<file path="config.mk">
export PLATFORM = sky130hd
export DESIGN_NAME = fdtd_ez_writeback
export DESIGN_NICKNAME = d
export VERILOG_FILES = /design/src/rtl/fdtd_ez_writeback.sv
export SDC_FILE = /design/constraint.sdc
export NUM_CORES = 1
export LEC_CHECK = 0
export BUFFER_PORTS_ARGS = -buffer_cell sky130_fd_sc_hd__buf_2
export CAP_MARGIN = 20
export CORE_MARGIN = 2
export CORE_UTILIZATION = 30
export CTS_BUF_LIST = sky130_fd_sc_hd__clkbuf_16
export DETAILED_ROUTE_END_ITERATION = 12
export MAX_ROUTING_LAYER = met4
export PLACE_DENSITY_LB_ADDON = 0.12
export RECOVER_POWER = 100
export SLEW_MARGIN = 30
export SYNTH_ARGS = -nofsm -noshare
export SYNTH_HDL_FRONTEND = slang
export SYNTH_SLANG_ARGS = --single-unit
</file>
<file path="constraint.sdc">
create_clock -name CLK -period 6.8 [get_ports CLK]
set_input_delay 1.02 -clock CLK [delete_from_list [all_inputs] [get_ports CLK]]
set_output_delay 1.02 -clock CLK [all_outputs]
set_load 0.005 [all_outputs]
</file>
<file path="src/rtl/fdtd_ez_writeback.sv">
// fdtd_ez_writeback
// Write-back stage behind the Ez update datapath. Each cell issued into the
// datapath is followed through its fixed latency by a one-bit valid pipe.
// The Ez result is captured when it emerges and passed through the PEC
// boundary and soft-source rules. The final value is written into the Ez
// field RAM, and the end of the time step is reported to the controller.

module fdtd_ez_writeback #(
   parameter int FDTD_DATA_WIDTH = 32,
   parameter int ADDR_WIDTH      = 10,
   parameter int NUM_CELLS       = 200,
   parameter int LATENCY         = 4,
   parameter int SRC_IDX         = 100
) (
   input  logic                              CLK,
   input  logic                              RST,
   input  logic                              clken,
   input  logic                              start_i,
   input  logic                              issue_i,
   input  logic signed [FDTD_DATA_WIDTH-1:0] ez_i,
   input  logic signed [FDTD_DATA_WIDTH-1:0] src_val_i,
   output logic                              wr_en_o,
   output logic        [ADDR_WIDTH-1:0]      wr_addr_o,
   output logic signed [FDTD_DATA_WIDTH-1:0] wr_data_o,
   output logic                              busy_o,
   output logic                              done_o,
   output logic                              overflow_o
);

   localparam int W     = FDTD_DATA_WIDTH;
   // The issue counter must be able to hold NUM_CELLS itself, so that it can
   // tell "all cells issued" apart from the last cell.
   localparam int CNT_W = $clog2(NUM_CELLS + 1);

   localparam logic [CNT_W-1:0] CNT_FULL = CNT_W'(NUM_CELLS);
   localparam logic [CNT_W-1:0] CNT_LAST = CNT_W'(NUM_CELLS - 1);
   localparam logic [CNT_W-1:0] CNT_SRC  = CNT_W'(SRC_IDX);

   localparam logic signed [W-1:0] SAT_MAX = {1'b0, {(W-1){1'b1}}};
   localparam logic signed [W-1:0] SAT_MIN = {1'b1, {(W-1){1'b0}}};

   typedef enum logic [1:0] {
      S_IDLE = 2'd0,
      S_RUN  = 2'd1,
      S_DONE = 2'd2
   } state_t;

   state_t state;
   state_t state_next;

   logic [CNT_W-1:0]    iss_cnt;
   logic [CNT_W-1:0]    wr_cnt;
   logic [LATENCY-1:0]  vld_sr;
   logic signed [W-1:0] src_q;

   logic                start_acc;
   logic                issue_acc;
   logic                issue_ovf;
   logic                capture;
   logic                last_wr;
   logic signed [W:0]   sum_ext;
   logic signed [W-1:0] sat_sum;
   logic signed [W-1:0] data_nxt;

   // Qualify the raw strobes against the current state and the counters.
   always_comb begin
      start_acc = (state == S_IDLE) && start_i;
      // A cell enters the valid pipe only while a step runs and room is left.
      issue_acc = issue_i && clken && (state == S_RUN) && (iss_cnt < CNT_FULL);
      issue_ovf = issue_i && clken && (state == S_RUN) && (iss_cnt >= CNT_FULL);
      // A result is taken only on an enabled cycle, when the pipe tail is valid.
      capture   = vld_sr[LATENCY-1] && clken && (state == S_RUN);
      last_wr   = capture && (wr_cnt == CNT_LAST);
   end

   // Next-state logic of the step sequencer.
   always_comb begin
      // NOTE: every always_comb output gets a default first, so no path can
      // leave it unassigned and infer a latch.
      state_next = state;
      case (state)
         S_IDLE:  if (start_i) state_next = S_RUN;
         S_RUN:   if (last_wr) state_next = S_DONE;
         S_DONE:  state_next = S_IDLE;
         default: state_next = S_IDLE;
      endcase
   end

   // State register of the step sequencer.
   always_ff @(posedge CLK or posedge RST) begin
      // NOTE: registers are updated with non-blocking assignments, so every
      // flop samples the values from before the edge, whatever the order of
      // the statements.
      if (RST) state <= S_IDLE;
      else     state <= state_next;
   end

   // Saturating add of the Ez result and the latched source sample.
   always_comb begin
      sum_ext = {ez_i[W-1], ez_i} + {src_q[W-1], src_q};
      sat_sum = sum_ext[W-1:0];
      // The two top bits of the widened sum differ only on signed overflow.
      if (sum_ext[W] != sum_ext[W-1]) begin
         sat_sum = sum_ext[W] ? SAT_MIN : SAT_MAX;
      end
   end

   // Choose the value written for the current cell: PEC, source or pass-through.
   always_comb begin
      data_nxt = ez_i;
      if ((wr_cnt == '0) || (wr_cnt == CNT_LAST)) begin
         data_nxt = '0;
      end else if (wr_cnt == CNT_SRC) begin
         data_nxt = sat_sum;
      end
   end

   // Step bookkeeping: issue and write counters, source latch, sticky overflow.
   always_ff @(posedge CLK or posedge RST) begin
      if (RST) begin
         iss_cnt    <= '0;
         wr_cnt     <= '0;
         src_q      <= '0;
         overflow_o <= 1'b0;
      end else if (start_acc) begin
         iss_cnt    <= '0;
         wr_cnt     <= '0;
         src_q      <= src_val_i;
         overflow_o <= 1'b0;
      end else begin
         if (issue_acc) iss_cnt    <= iss_cnt + 1'b1;
         if (issue_ovf) overflow_o <= 1'b1;
         if (capture)   wr_cnt     <= wr_cnt + 1'b1;
      end
   end

   // Valid pipe that mirrors the datapath latency and stalls with it.
   always_ff @(posedge CLK or posedge RST) begin
      // NOTE: this shift register is only LATENCY flops of control state, so
      // it is reset. That way a reset in the middle of a step cannot later
      // release stale valid bits.
      if (RST) begin
         vld_sr <= '0;
      end else if (clken) begin
         vld_sr[0] <= issue_acc;
         for (int i = 1; i < LATENCY; i++) begin
            vld_sr[i] <= vld_sr[i-1];
         end
      end
   end

   // Registered field RAM write port.
   always_ff @(posedge CLK or posedge RST) begin
      if (RST) begin
         wr_en_o   <= 1'b0;
         wr_addr_o <= '0;
         wr_data_o <= '0;
      end else begin
         wr_en_o <= capture;
         if (capture) begin
            wr_addr_o <= ADDR_WIDTH'(wr_cnt);
            wr_data_o <= data_nxt;
         end
      end
   end

   // Status to the controller. Busy covers the last write; done follows it.
   always_ff @(posedge CLK or posedge RST) begin
      if (RST) begin
         busy_o <= 1'b0;
         done_o <= 1'b0;
      end else begin
         busy_o <= (state_next != S_IDLE);
         done_o <= (state == S_DONE);
      end
   end

endmodule
</file>
# Word-level counts from Yosys, hierarchy flattened
# Cells that the tools add are included.
dict set report classes {
  add_sub_neg 3
  order_cmp 2
  n_eq_ne 5
  mux 13
  n_reduce_logical 15
}
# cell n
set op_table {}
lappend op_table {{32-bit two-way mux} 4}
lappend op_table {{32-bit by 32-bit adder with 33-bit output} 1}
lappend op_table {{8-bit two-way mux} 4}
lappend op_table {{8-bit by 1-bit adder with 8-bit output (second input constant)} 2}
lappend op_table {{8-bit by 7-bit equality test with 1-bit output (second input constant)} 1}
lappend op_table {{8-bit equality test (second input constant)} 1}
lappend op_table {{8-bit >= comparator (second input constant)} 1}
lappend op_table {{1-bit logical AND} 8}
lappend op_table {{8-bit zero test} 1}
lappend op_table {{8-bit less-than comparator (second input constant)} 1}
lappend op_table {{2-bit nonzero test} 4}
lappend op_table {{2-bit two-way mux} 2}
lappend op_table {{2-bit one-hot mux with 2 select lines} 1}
lappend op_table {{2-bit by 1-bit equality test with 1-bit output (second input constant)} 1}
lappend op_table {{2-bit equality test (second input constant)} 1}
lappend op_table {{2-bit zero test} 1}
lappend op_table {{1-bit two-way mux} 2}
lappend op_table {{1-bit logical OR} 1}
lappend op_table {{1-bit inequality test} 1}
dict set report totals {
  reg_bits 98
  in_bits 69
  out_inout_bits 46
}

# Depth between registers and ports, before layout
dict set report depth {
  ltp_word 6
  ltp_mapped 12
}

# Worst setup path before layout
# OpenSTA, ideal clock, no wires.
dict set report synth_path {
  path_kind {in2reg}
  startpoint {input port ez_i[0]}
  endpoint {register wr_data_o[10]}
  setup_ps 74
  arrival_time_ps 3472
  required_time_ps 6726
  path_slack_ps 3254
  path_stages 12
  n_path_buf 1
  cell_sequence {ha_1 fa_1 a211oi_1 o211a_1 o31a_2 a21oi_4 a41o_2 or3_1 nand3_2 buf_2 o22ai_1 o21ai_2}
}
dict set report synth_between {
  elab_chain_len 5
  word_cells_on_any_way 6
  classes_between {add/sub: 1; eq/ne: 1; mux: 4}
}
# element line
set synth_lines {}
lappend synth_lines {{from (decl)} 20} ;# input logic signed [FDTD_DATA_WIDTH-1:0] ez_i,
lappend synth_lines {{32-bit by 32-bit adder with 33-bit output *} 100} ;# sum_ext = {ez_i[W-1], ez_i} + {src_q[W-1], src_q};
lappend synth_lines {{32-bit two-way mux or 1-bit inequality test (tied branches)} {104, 103}}
lappend synth_lines {{32-bit two-way mux *} 103} ;# if (sum_ext[W] != sum_ext[W-1]) begin
lappend synth_lines {{32-bit two-way mux *} 113} ;# end else if (wr_cnt == CNT_SRC) begin
lappend synth_lines {{32-bit two-way mux *} 111} ;# if ((wr_cnt == '0) || (wr_cnt == CNT_LAST)) begin
lappend synth_lines {{to (signal assigned)} 162} ;# wr_data_o <= data_nxt;
lappend synth_lines {{to (decl)} 24} ;# output logic signed [FDTD_DATA_WIDTH-1:0] wr_data_o,
# Mark *: on every way between the ends. The rest lies on a longest branch, timed or not.
# A chain may end at the register's enable or synchronous reset.

==> results.py <==
metrics = {
    "yosys": {
        "synth_top_area_cell": "dfrtp_1",
        "synth.top_cells.by_area": "dfrtp_1, ha_1, mux2_2",
        "netlist_instances": 624,
        "synth_edf_count": 0,
        "synth.distinct_cells": 60,
        "synth.top_cell.area_share": 0.409,
        "postSynth.topFlopCell": "dfrtp_1",
        "post_synth_instance_area_sq_um": 5990,
        "async_reset_ff_frac": 1.00,
        "synth_sequential_area_ratio": 0.409,
        "ys_ff_latch": 98,
        "synthesis.yosys.warnings": 0,
        "synth_area_per_cell_sq_um": 9.61,
    },
    "sta": {
        "report.final.hold_viol_count": 0,
        "rsz_0062_raised_after_global_routing": "no",
        "finalWorstSetupSlack_ps": 2170,
        "timing_worst_slew_pin_value_ps": 2920,
        "min_period_over_period": 0.681,
        "max_freq_ghz": 0.216,
        "setup-tns-final_ps": 0,
        "finalSetupViolCount": 0,
        "final.hold.worst_slack_ps": 472,
        "final_max_slew_viol_count": 197,
        "relative_slew_margins": -0.949,
        "finalClockSkew_ps": 10.5,
        "final.min_clock_period_ps": 4630,
    },
    "power": {
        "p_total_mw": 2.59,
        "pwr_density_cell_nw_per_um2": 371,
        "maximum_vdd_ir_drop_mv": 0.146,
        "total_leakage_power_nw": 3.19,
    },
    "grt": {
        "grt_util_all_layers": 0.160,
        "number_of_global_route_vias_before_repair": 4951,
        "first_pass_grt_wire_length_mm": 26.4,
        "antenna_found_initial": 0,
        "grt_remaining_overflow": 0,
        "pin_count_of_the_biggest_net_entering_global_routing": 55,
    },
    "route": {
        "viasPerCell": 5.00,
        "ant_nets": 0,
        "wl_per_cell_um": 16.2,
        "drc": 0,
        "routed-via-count": 4956,
        "first_iter_violations": 181,
        "wl_mm": 16.0,
        "drt_first_pass_iters": 4,
    },
    "finish": {
        "layout-drive-gt1-share": 0.219,
        "final_design_area_no_fill_sq_um": 6990,
        "fin_util": 0.358,
        "ant_diodes": 0,
        "layout_net_count": 828,
        "synthToLayoutAreaGrowth_pct": 16.5,
        "instances_no_fill": 992,
        "nFillCells": 2104,
    },
    "critical_path": {
        "critical-path-top-delay-family": "buffers and inverters",
        "crit_path_end_kind": "async pin",
        "crit_fanout": 54,
        "setup.worst_path.class": "input pin to async pin",
        "timing.critical_path.arrival_ps": 4460,
        "startpoint_type": "input pin",
        "worstPathCellList": "clkbuf_1, clkinvlp_2, clkbuf_1",
        "required_ps": 6620,
        "cpPeakStageDelay_ps": 2150,
        "slowest_stage": "clkbuf_1",
        "crit_top_cell": "clkbuf_1",
        "timing.critical_path.buf_inv": 3,
    },
    "floorplan": {
        "overall_die_area_sq_um": 21100,
        "floorplan.io_pins": 115,
        "num_rows": 51,
        "coreArea_sq_um": 19500,
        "floorplan.initialDensity": 0.307,
        "die_h_um": 145,
        "die-width_um": 145,
    },
    "placed_design": {
        "io_buffer_count": 112,
        "detailedPlacementHpwl_mm": 11.9,
        "gp_congestion": 0.871,
        "dpl.cell_count": 976,
        "post-place-ws_ps": 2500,
        "post_dp_cell_area_sq_um": 6810,
    },
    "cts": {
        "cts_tree": "done",
        "clock_buffer_depth": 2,
        "root_buffer": "clkbuf_16",
        "cts_post_setup_buffers_inserted": 0,
        "htreeDepth": 3,
        "tritoncts_num_sinks": 98,
        "post_cts.resized_instances": 0,
        "path_clk_slew_ps": 70,
        "worst_skew_pair.late_latency_ps": 360,
        "cts.hold.buffers_added": 0,
        "cts_inserted_buffers": 9,
    },
    "worst_hold_path": {
        "min_path_type": "flip-flop to flip-flop",
    },
    "status": {
        "run_status": "complete, but fails checks",
        "failing_checks": "max-capacitance violations, max-slew violations",
    },
    "flow_run": {
        "cap_violations": 4,
    },
}
## synth_stat cells, drive strengths merged, types with 11 or more instances
cell and instances:
o22ai 25, buf 13, nand2 77, a21oi 44, xor2 23, a21o 17
dfrtp 98, mux2 35, nor2 39, nand4 13, nand3 12, nor3 11
o21ai 56, ha 36, xnor2 18, inv 16, clkbuf 18
## sequential cells by signal, indices dropped and copies added (netlist names)
| name | flops |
|---|---|
| busy_o | 1 |
| done_o | 1 |
| iss_cnt | 8 |
| overflow_o | 1 |
| src_q | 32 |
| state | 2 |
| vld_sr | 4 |
| wr_addr_o | 8 |
| wr_cnt | 8 |
| wr_data_o | 32 |
| wr_en_o | 1 |
## power by group
group	internal, mW	leakage, nW	switching (mW)	total [mW]
Combinational	0.535	1.82	0.682	1.22
Sequential	0.763	1.24	0.127	0.890
Clock	0.247	0.131	0.236	0.483
Total	1.54	3.19	1.05	2.59
## final timing paths
kind | to | cells after the start | from | slack (ps)
max in group CLK | wr_data_o[6]$_DFFE_PP0P_ | 12 | ez_i[0] | 2280
hold reg to reg | wr_addr_o[6]$_DFFE_PP0P_ | 2 | wr_addr_o[6]$_DFFE_PP0P_ | 470
setup / recovery | wr_data_o[18]$_DFFE_PP0P_ | 3 | RST | 2170
setup reg to reg | wr_data_o[6]$_DFFE_PP0P_ | 11 | src_q[0]$_DFFE_PP0P_ | 2670
min in group asynchronous | busy_o$_DFF_PP0_ | 2 | RST | 1160
hold / removal | wr_addr_o[6]$_DFFE_PP0P_ | 2 | wr_addr_o[6]$_DFFE_PP0P_ | 470
## area by class of cell
| class | instances | area, sq um | area share |
|---|---|---|---|
| clock inverter | 7 | 45.0 | 0.00645 |
| clock buffer | 9 | 225 | 0.0322 |
| tap | 265 | 332 | 0.0475 |
| multi-input combinational | 480 | 3300 | 0.473 |
| sequential | 98 | 2450 | 0.351 |
| inverter | 16 | 61.3 | 0.00878 |
| timing repair buffer | 117 | 569 | 0.0815 |
## per-layer routing
| metal | GRT usage | routed length [um] | part of all wire | up-vias |
|---|---|---|---|---|
| met5 | - | 0 | 0 | - |
| met3 | 0.0354 | 587 | 0.037 | 8 |
| met4 | 0.0353 | 132 | 0.0082 | 0 |
| li1 | - | - | - | 2456 |
| met2 | 0.247 | 7540 | 0.47 | 99 |
| met1 | 0.217 | 7770 | 0.48 | 2393 |
## cell families after synthesis
kind of cell / share of synthesized area
AO/OA/AOI/OAI: 0.219
XOR/XNOR: 0.0599
adder cells (fa/ha/maj): 0.0785
buffers and inverters: 0.0355
flip-flops: 0.409
multiplexers: 0.0674
other: 0.000626
AND/OR/NAND/NOR: 0.130
## placed cells by master (no fill, tap or decap), drive strengths merged, types with 6 or more instances in the layout
cell and n:
a211oi 6, a21o 17, a21oi 44, a31oi 6
buf 84, clkbuf 42, dfrtp 98, ha 36
inv 17, mux2 35, nand2 77, nand3 12
nand4 13, nor2 39, nor3 11, o211ai 7
o21a 6, o21ai 56, o22ai 25, o31ai 7
xnor2 18, xor2 23
## tightest hold or removal path, stage by stage, from the launching register on
cell and delay, ps:
dfrtp_1 340, nand2_1 50, nand2_1 50
No activity file was read; power rests on OpenSTA's default activity.
